## config.mk

```make
export PLATFORM = sky130hd
export DESIGN_NAME = uart_tx_ctrl
export DESIGN_NICKNAME = d
export VERILOG_FILES = /design/src/rtl/uart_pkg.sv /design/src/rtl/uart_baud_gen.sv /design/src/rtl/uart_tx_ctrl.sv
export SDC_FILE = /design/constraint.sdc
export NUM_CORES = 1
export LEC_CHECK = 0
export ABC_CLOCK_PERIOD_IN_PS = 5700
export BUFFER_PORTS_ARGS = -buffer_cell sky130_fd_sc_hd__buf_2
export CORE_MARGIN = 10
export CORE_UTILIZATION = 45
export CTS_BUF_LIST = sky130_fd_sc_hd__clkbuf_2 sky130_fd_sc_hd__clkbuf_4 sky130_fd_sc_hd__clkbuf_8
export DETAILED_ROUTE_END_ITERATION = 8
export PLACE_DENSITY = 0.62
export REMOVE_ABC_BUFFERS = 1
export SYNTH_ARGS = -nofsm -noshare
export SYNTH_HDL_FRONTEND = slang
export SYNTH_SLANG_ARGS = --single-unit
```

## constraint.sdc

```tcl
create_clock -name clk -period 5.7 [get_ports clk]
set_input_delay 1.14 -clock clk [delete_from_list [all_inputs] [get_ports clk]]
set_output_delay 1.14 -clock clk [all_outputs]
set_load 0.01 [all_outputs]
```

## src/rtl/uart_pkg.sv

```systemverilog
// Shared UART definitions: frame state encoding, data width and default bit timing.
// Reused by the transmit controller and the future receive block.
package uart_pkg;

    localparam int UART_DATA_W          = 8;
    localparam int CLKS_PER_BIT_DEFAULT = 10417;  // 100 MHz clock, 9600 baud

    typedef enum logic [2:0] {
        IDLE,
        START,
        DATA,
        PARITY,
        STOP
    } state_t;

endpackage

```

## src/rtl/uart_baud_gen.sv

```systemverilog
// Baud down-counter: counts CLKS_PER_BIT-1 to 0 and reloads itself, giving one tick per bit.
// A load pulse forces an arbitrary preload (full bit for TX, half bit for RX centring).
module uart_baud_gen
    import uart_pkg::*;
#(
    parameter  int CLKS_PER_BIT = CLKS_PER_BIT_DEFAULT,
    localparam int CNT_W        = (CLKS_PER_BIT > 1) ? $clog2(CLKS_PER_BIT) : 1
) (
    input  logic             clk,
    input  logic             rst_n,
    input  logic             load,
    input  logic [CNT_W-1:0] preload,
    output logic             tick
);

    logic [CNT_W-1:0] count;

    always_ff @(posedge clk or negedge rst_n) begin
        if (!rst_n) begin
            count <= '0;
        end else if (load) begin
            count <= preload;
        end else if (count == '0) begin
            count <= CNT_W'(CLKS_PER_BIT - 1);
        end else begin
            count <= count - 1'b1;
        end
    end

    assign tick = (count == '0);

endmodule

```

## src/rtl/uart_tx_ctrl.sv

```systemverilog
// UART transmit controller: one frame (start, 8 data LSB first, optional even parity, stop)
// per rising edge of the debounced transmit level; tx/busy are registered, done marks the last stop cycle.
module uart_tx_ctrl
    import uart_pkg::*;
#(
    parameter int CLKS_PER_BIT = CLKS_PER_BIT_DEFAULT,
    parameter int PARITY_EN    = 0,
    parameter int STOP_BITS    = 1
) (
    input  logic                   clk,
    input  logic                   rst_n,
    input  logic                   transmit,
    input  logic [UART_DATA_W-1:0] data_in,
    output logic                   tx,
    output logic                   busy,
    output logic                   done
);

    localparam int CNT_W = (CLKS_PER_BIT > 1) ? $clog2(CLKS_PER_BIT) : 1;

    state_t                 state;
    state_t                 state_next;
    logic                   transmit_q;
    logic                   rise;
    logic [UART_DATA_W-1:0] shift;
    logic [UART_DATA_W-1:0] shift_next;
    logic                   parity;
    logic                   parity_next;
    logic [2:0]             bit_idx;
    logic [2:0]             bit_next;
    logic                   stop_idx;
    logic                   stop_next;
    logic                   tx_next;
    logic                   busy_next;
    logic                   load;
    logic                   tick;

    assign rise = transmit & ~transmit_q;

    uart_baud_gen #(
        .CLKS_PER_BIT(CLKS_PER_BIT)
    ) u_baud (
        .clk    (clk),
        .rst_n  (rst_n),
        .load   (load),
        .preload(CNT_W'(CLKS_PER_BIT - 1)),
        .tick   (tick)
    );

    // transmit_q resets high so a request held through reset release is not seen as a new edge
    always_ff @(posedge clk or negedge rst_n) begin
        if (!rst_n) begin
            state      <= IDLE;
            transmit_q <= 1'b1;
            shift      <= '0;
            parity     <= 1'b0;
            bit_idx    <= '0;
            stop_idx   <= 1'b0;
            tx         <= 1'b1;
            busy       <= 1'b0;
        end else begin
            state      <= state_next;
            transmit_q <= transmit;
            shift      <= shift_next;
            parity     <= parity_next;
            bit_idx    <= bit_next;
            stop_idx   <= stop_next;
            tx         <= tx_next;
            busy       <= busy_next;
        end
    end

    // tx_next is the line level for the coming cycle, so transitions load the first level of the next field
    always_comb begin
        state_next  = state;
        shift_next  = shift;
        parity_next = parity;
        bit_next    = bit_idx;
        stop_next   = stop_idx;
        tx_next     = tx;
        busy_next   = busy;
        load        = 1'b0;
        done        = 1'b0;

        case (state)
            IDLE: begin
                tx_next   = 1'b1;
                busy_next = 1'b0;
                if (rise) begin
                    shift_next  = data_in;
                    parity_next = ^data_in;
                    load        = 1'b1;
                    state_next  = START;
                    tx_next     = 1'b0;
                    busy_next   = 1'b1;
                end
            end
            START: begin
                if (tick) begin
                    state_next = DATA;
                    bit_next   = '0;
                    tx_next    = shift[0];
                end
            end
            DATA: begin
                if (tick) begin
                    if (bit_idx == 3'd7) begin
                        if (PARITY_EN != 0) begin
                            state_next = PARITY;
                            tx_next    = parity;
                        end else begin
                            state_next = STOP;
                            stop_next  = 1'b0;
                            tx_next    = 1'b1;
                        end
                    end else begin
                        bit_next   = bit_idx + 3'd1;
                        shift_next = shift >> 1;
                        tx_next    = shift[1];
                    end
                end
            end
            PARITY: begin
                if (tick) begin
                    state_next = STOP;
                    stop_next  = 1'b0;
                    tx_next    = 1'b1;
                end
            end
            STOP: begin
                tx_next = 1'b1;
                if (tick) begin
                    if (stop_idx == 1'(STOP_BITS - 1)) begin
                        state_next = IDLE;
                        busy_next  = 1'b0;
                        done       = 1'b1;
                    end else begin
                        stop_next = stop_idx + 1'b1;
                    end
                end
            end
            default: begin
                state_next = IDLE;
                tx_next    = 1'b1;
                busy_next  = 1'b0;
            end
        endcase
    end

endmodule

```

==> After elaboration in Yosys (flattened, before gate mapping) <==
Index checks and enable logic that the tools add are counted.
{ "totals": {"elab_cells": 77, "ff_bits": 32} }
{ "classes": {"eq_ne": 13, "muxes": 38, "reduce_logical": 12, "n_bitwise": 3, "add_sub_neg": 3} }
{ "ops": {"columns": ["op", "count"], "rows": [
  ["$mux W3", 10],
  ["$mux W14", 2],
  ["$mux W8", 3],
  ["$mux W1", 17],
  ["$ne A2 B2 Y1 const B", 8],
  ["$pmux W8 S2", 1],
  ["$pmux W3 S5", 1],
  ["$logic_not A14 Y1", 1],
  ["$sub A14 B1 Y14 const B", 1],
  ["$reduce_and A4 Y1", 2],
  ["$reduce_and A7 Y1", 1],
  ["$eq A3 B2 Y1 const B", 2],
  ["$eq A3 B3 Y1 const B", 2],
  ["$pmux W1 S3", 2],
  ["$pmux W3 S2", 1],
  ["$reduce_and A3 Y1", 2],
  ["$reduce_and A5 Y1", 1],
  ["$pmux W1 S4", 1],
  ["$reduce_bool A2 Y1", 2],
  ["$add A3 B1 Y3 const B", 1],
  ["$eq A3 B1 Y1 const B", 1],
  ["$logic_not A3 Y1", 1],
  ["$reduce_bool A3 Y1", 1],
  ["$reduce_or A3 Y1", 1],
  ["other kinds (3)", 4]
]} }

==> Depth between registers and ports, before layout <==
{ "depth": {"word_depth": 5, "depth_mapped": 7, "mapped_depth_nobuf": 6} }

==> Modules after synthesis <==
Synthesis repeated with hierarchy kept, for this count alone.
{ "unflattened": {"cells_unflattened": 159, "area_unflattened_um2": 1716.6} }
{ "by_module_without_submodules": {"columns": ["module", "cells_per_inst", "seq_area_each_um2", "instances", "area_each_um2"], "rows": [
  ["uart_tx_ctrl", 76, 427.9, 1, 905.9],
  ["uart_baud_gen", 83, 350.3, 1, 810.8]
]} }

==> Worst setup path before layout <==
Ideal clock, no wire load.
{ "synth_timing": {"path_type": "reg-to-output", "from": "register u_baud.count[0]", "to": "output done", "arrival_ns": 1.427, "path_slack_ns": 3.133, "stages_incl_launch_ff": 6, "required_ns": 4.560, "path_cell_list": "dfrtp_1 inv_1 ha_1 nor3b_2 nand4_2 nor2_1"} }
{ "synth_via": {"elab_chain_len": 3} }
{ "synth_rtl": {"columns": ["item", "line_no", "text"], "rows": [
  ["start, declared", "uart_baud_gen.sv:16", "logic [CNT_W-1:0] count;"],
  ["start signal, assigned", "uart_baud_gen.sv:22", "count <= preload;"],
  ["start signal, assigned", "uart_baud_gen.sv:24", "count <= CNT_W'(CLKS_PER_BIT - 1);"],
  ["start signal, assigned", "uart_baud_gen.sv:26", "count <= count - 1'b1;"],
  ["$logic_not A14 Y1", "uart_baud_gen.sv:30", "assign tick = (count == '0);"],
  ["$mux W1", "uart_tx_ctrl.sv:132", "if (tick) begin"],
  ["$mux W1", "uart_tx_ctrl.sv:85", "case (state)"],
  ["end, declared", "uart_tx_ctrl.sv:16", "output logic done"]
]} }
Every way passes these cells.

==> Final worst setup path <==
Ends and elaborated chain as after synthesis.

==> impl_metrics.json <==
{
  "clkLatencyLatePin_ps": 340,
  "crit_slowest_cell": "nor3b_2",
  "yosys_most_used_dff": "dfrtp_1",
  "tightestPinTransition_ps": 1060,
  "cts_root_buf": "clkbuf_4",
  "cts_buffers": 5,
  "ys_ff_latch": 31,
  "reg2reg_from": "u_baud.count[0]",
  "die_width_microns": 77.3,
  "synth_cell_types": 39,
  "wire_per_inst_microns": 14.1,
  "crit_arrival_ps": 2050,
  "synthAdderAreaFrac": 0.0254,
  "status": "completed",
  "cts_hold_buf": 0,
  "vias_per_cell": 5.51,
  "design_area_sq_um": 1680,
  "first_pass_iters": 6,
  "dpl_cell_area_sq_um": 1590,
  "syn_inst": 132,
  "core_sq_um": 3100,
  "cts_buffer_depth": 2,
  "hold_end": "u_baud.count[0]",
  "avgSynthCellArea_sq_um": 11.2,
  "final.setup.tns_ps": 0,
  "diodes": 0,
  "synth_compound_area_frac": 0.127,
  "gp_congestion": 0.823,
  "synthMuxAreaShare": 0.00762,
  "cp_top_family": "simple AND/OR/NAND/NOR gates",
  "highest_layer": "met4",
  "cts_setup_buffers": 0,
  "vias": 1069,
  "io-pin-count": 14,
  "ir_worst_vdd_v": 0.000135,
  "die-area_sq_um": 5980,
  "hold_viol_final": 0,
  "fin_nets": 163,
  "drt_wl_total_microns": 2750,
  "drtAntennaViolNets": 0,
  "slowest_delay_ps": 460,
  "cts-resized-gates": 0,
  "synth_top_family_by_area": "simple AND/OR/NAND/NOR gates",
  "fin_skew_ps": 11.8,
  "htree_levels": 2,
  "hp-class": "flip-flop to flip-flop",
  "syn2layout_area_growth_pct": 13.4,
  "worst_r2r_endpoint": "bit_idx[0]",
  "path_clk_slew_ps": 90,
  "numPortBuffers": 13,
  "grt_antenna_before_repair": 0,
  "syn_area_sq_um": 1480,
  "drt_iter0_markers": 96,
  "cp-start-kind": "flip-flop",
  "ys_seq_area_frac": 0.527,
  "crit_buf_inv": 2,
  "yosysWarnings": 0,
  "finalMaxSlewViolations": 0,
  "drv_cap": 0,
  "critical_path_class": "flip-flop to output pin",
  "power_leakage_uw": 0.000733,
  "post-route-min-period_ps": 3190,
  "layout_worst_path_cycle_share": 0.560,
  "crit_required_ps": 4560,
  "wl_met3_microns": 119,
  "rows": 20,
  "ff2ff_path_depth": 6,
  "dr_wl_met2_microns": 1190,
  "wl_met1_microns": 1370,
  "crit_path_end_kind": "output pin",
  "initial_core_util": 0.476,
  "fmax_mhz": 313,
  "p_per_area_nw_per_um2": 250,
  "async_reset_ff_frac": 1.00,
  "drcViolationCount": 0,
  "grt_pass1_vias": 1064,
  "grt_usage": 0.0957,
  "rsz0062_at_grt": "false",
  "clock_sinks": 31,
  "cp_cell_sequence": "inv_1, ha_1, nor3b_2, nand4_2, nor2_1, buf_2",
  "grt.overflow.total": 0,
  "synth-xor-area-share": 0.0593,
  "grt_first_pass_wirelength_microns": 4670,
  "max_slew_margin": 0.286,
  "drive_above_1_share": 0.207,
  "grt_max_degree": 32,
  "min_path_cells": 1,
  "chipHeight_microns": 77.3,
  "min-delay-start": "u_baud.count[0]",
  "worstPathMaxFanout": 7,
  "hpwl_microns": 1930,
  "synth-edff-count": 0,
  "setup_viol": 0,
  "synth-simple-area-share": 0.236,
  "tritoncts": "yes",
  "reg2reg_slack_ps": 3530
}
-- registers in the layout, indices dropped and copies added, names as in the netlist --
register and count:
u_baud.count 14, shift 8, bit_idx 3, transmit_q 1, busy 1, state 3
tx 1
-- Yosys cell counts, types with 2 or more instances --
cell type,count,share of area
clkbuf_1,2,0.0051
or4_1,2,0.010
dfrtp_1,29,0.49
ha_1,3,0.025
inv_1,3,0.0076
xnor2_1,4,0.024
nor3_1,4,0.014
nand2b_1,4,0.017
a22o_1,3,0.018
nor4_1,3,0.013
nand3_1,4,0.014
and2_1,7,0.030
nand2_1,10,0.025
a221o_1,7,0.047
xor2_1,6,0.036
dfstp_2,2,0.036
nor2_1,17,0.043
-- final cells by class --
type / count / area (sq um)
clock buffers: 6 / 51.3
clock inverters: 2 / 35.0
fillers: 303 / 1430
inverters: 3 / 11.3
multi-input cells: 95 / 679
flip-flops and latches: 31 / 778
well taps: 44 / 55.1
repair buffers: 13 / 65.1
-- worst register-to-register path, stage by stage (launching register included) --
cell and delay, ps:
dfrtp_1 420, inv_1 70, ha_1 170, nor3b_2 460, and4_4 380, and3_1 380
mux2_2 230
-- kinds of logic (layout without fill, tap and decap cells) --
| group | Yosys count | in the layout |
|---|---|---|
| AND/OR/NAND/NOR | 61 | 61 |
| flip-flops | 31 | 31 |
| AO/OA/AOI/OAI | 20 | 20 |
| XOR/XNOR | 10 | 10 |
| buffers and inverters | 6 | 24 |
| adder cells (fa/ha/maj) | 3 | 3 |
| multiplexers | 1 | 1 |
-- metrics by stage --
stage	util	total power (uW)	setup WS [ps]	instances	hold slack, ps
finish	0.540	420	2510	194	509
global route	0.540	435	2400	194	523
CTS	0.540	426	2510	194	508
detailed placement	0.512	243	2890	186	493
global placement	0.512	242	2940	186	474
floorplan	-	234	3130	129	461
-- per-layer routing --
layer | GRT usage | vias up
li1 | - | 513
met1 | 0.117 | 529
met2 | 0.140 | 20
met3 | 0.0326 | 7
met4 | 0.0602 | 0
met5 | 0 | -
-- power by group --
group	switching (uW)	internal (uW)	total [uW]
Sequential	2.09	224	226
Combinational	6.28	5.64	11.9
Clock	78.1	104	182
-- cell usage in the layout, fill, tap and decap left out, types with 3 or more instances in the layout --
master,count
ha_1,3
a221o_1,7
dfrtp_1,29
xor2_1,6
nand2b_1,4
xnor2_1,4
nand2_1,10
clkbuf_4,5
nor2_1,17
and2_1,7
inv_1,3
nand3_1,4
buf_2,13
nor3_1,4
a22o_1,3
-- worst max path at each step --
| stage | from | to | slack [ps] | cells after the start |
|---|---|---|---|---|
| floorplan | transmit | shift[1] | 3130 | 4 |
| global placement | u_baud.count[0] | done | 2940 | 6 |
| detailed placement | u_baud.count[0] | done | 2890 | 6 |
| CTS | u_baud.count[0] | done | 2510 | 6 |
| global route | u_baud.count[0] | done | 2400 | 6 |
| finish | u_baud.count[0] | done | 2510 | 6 |
(Power assumes the default switching activity.)
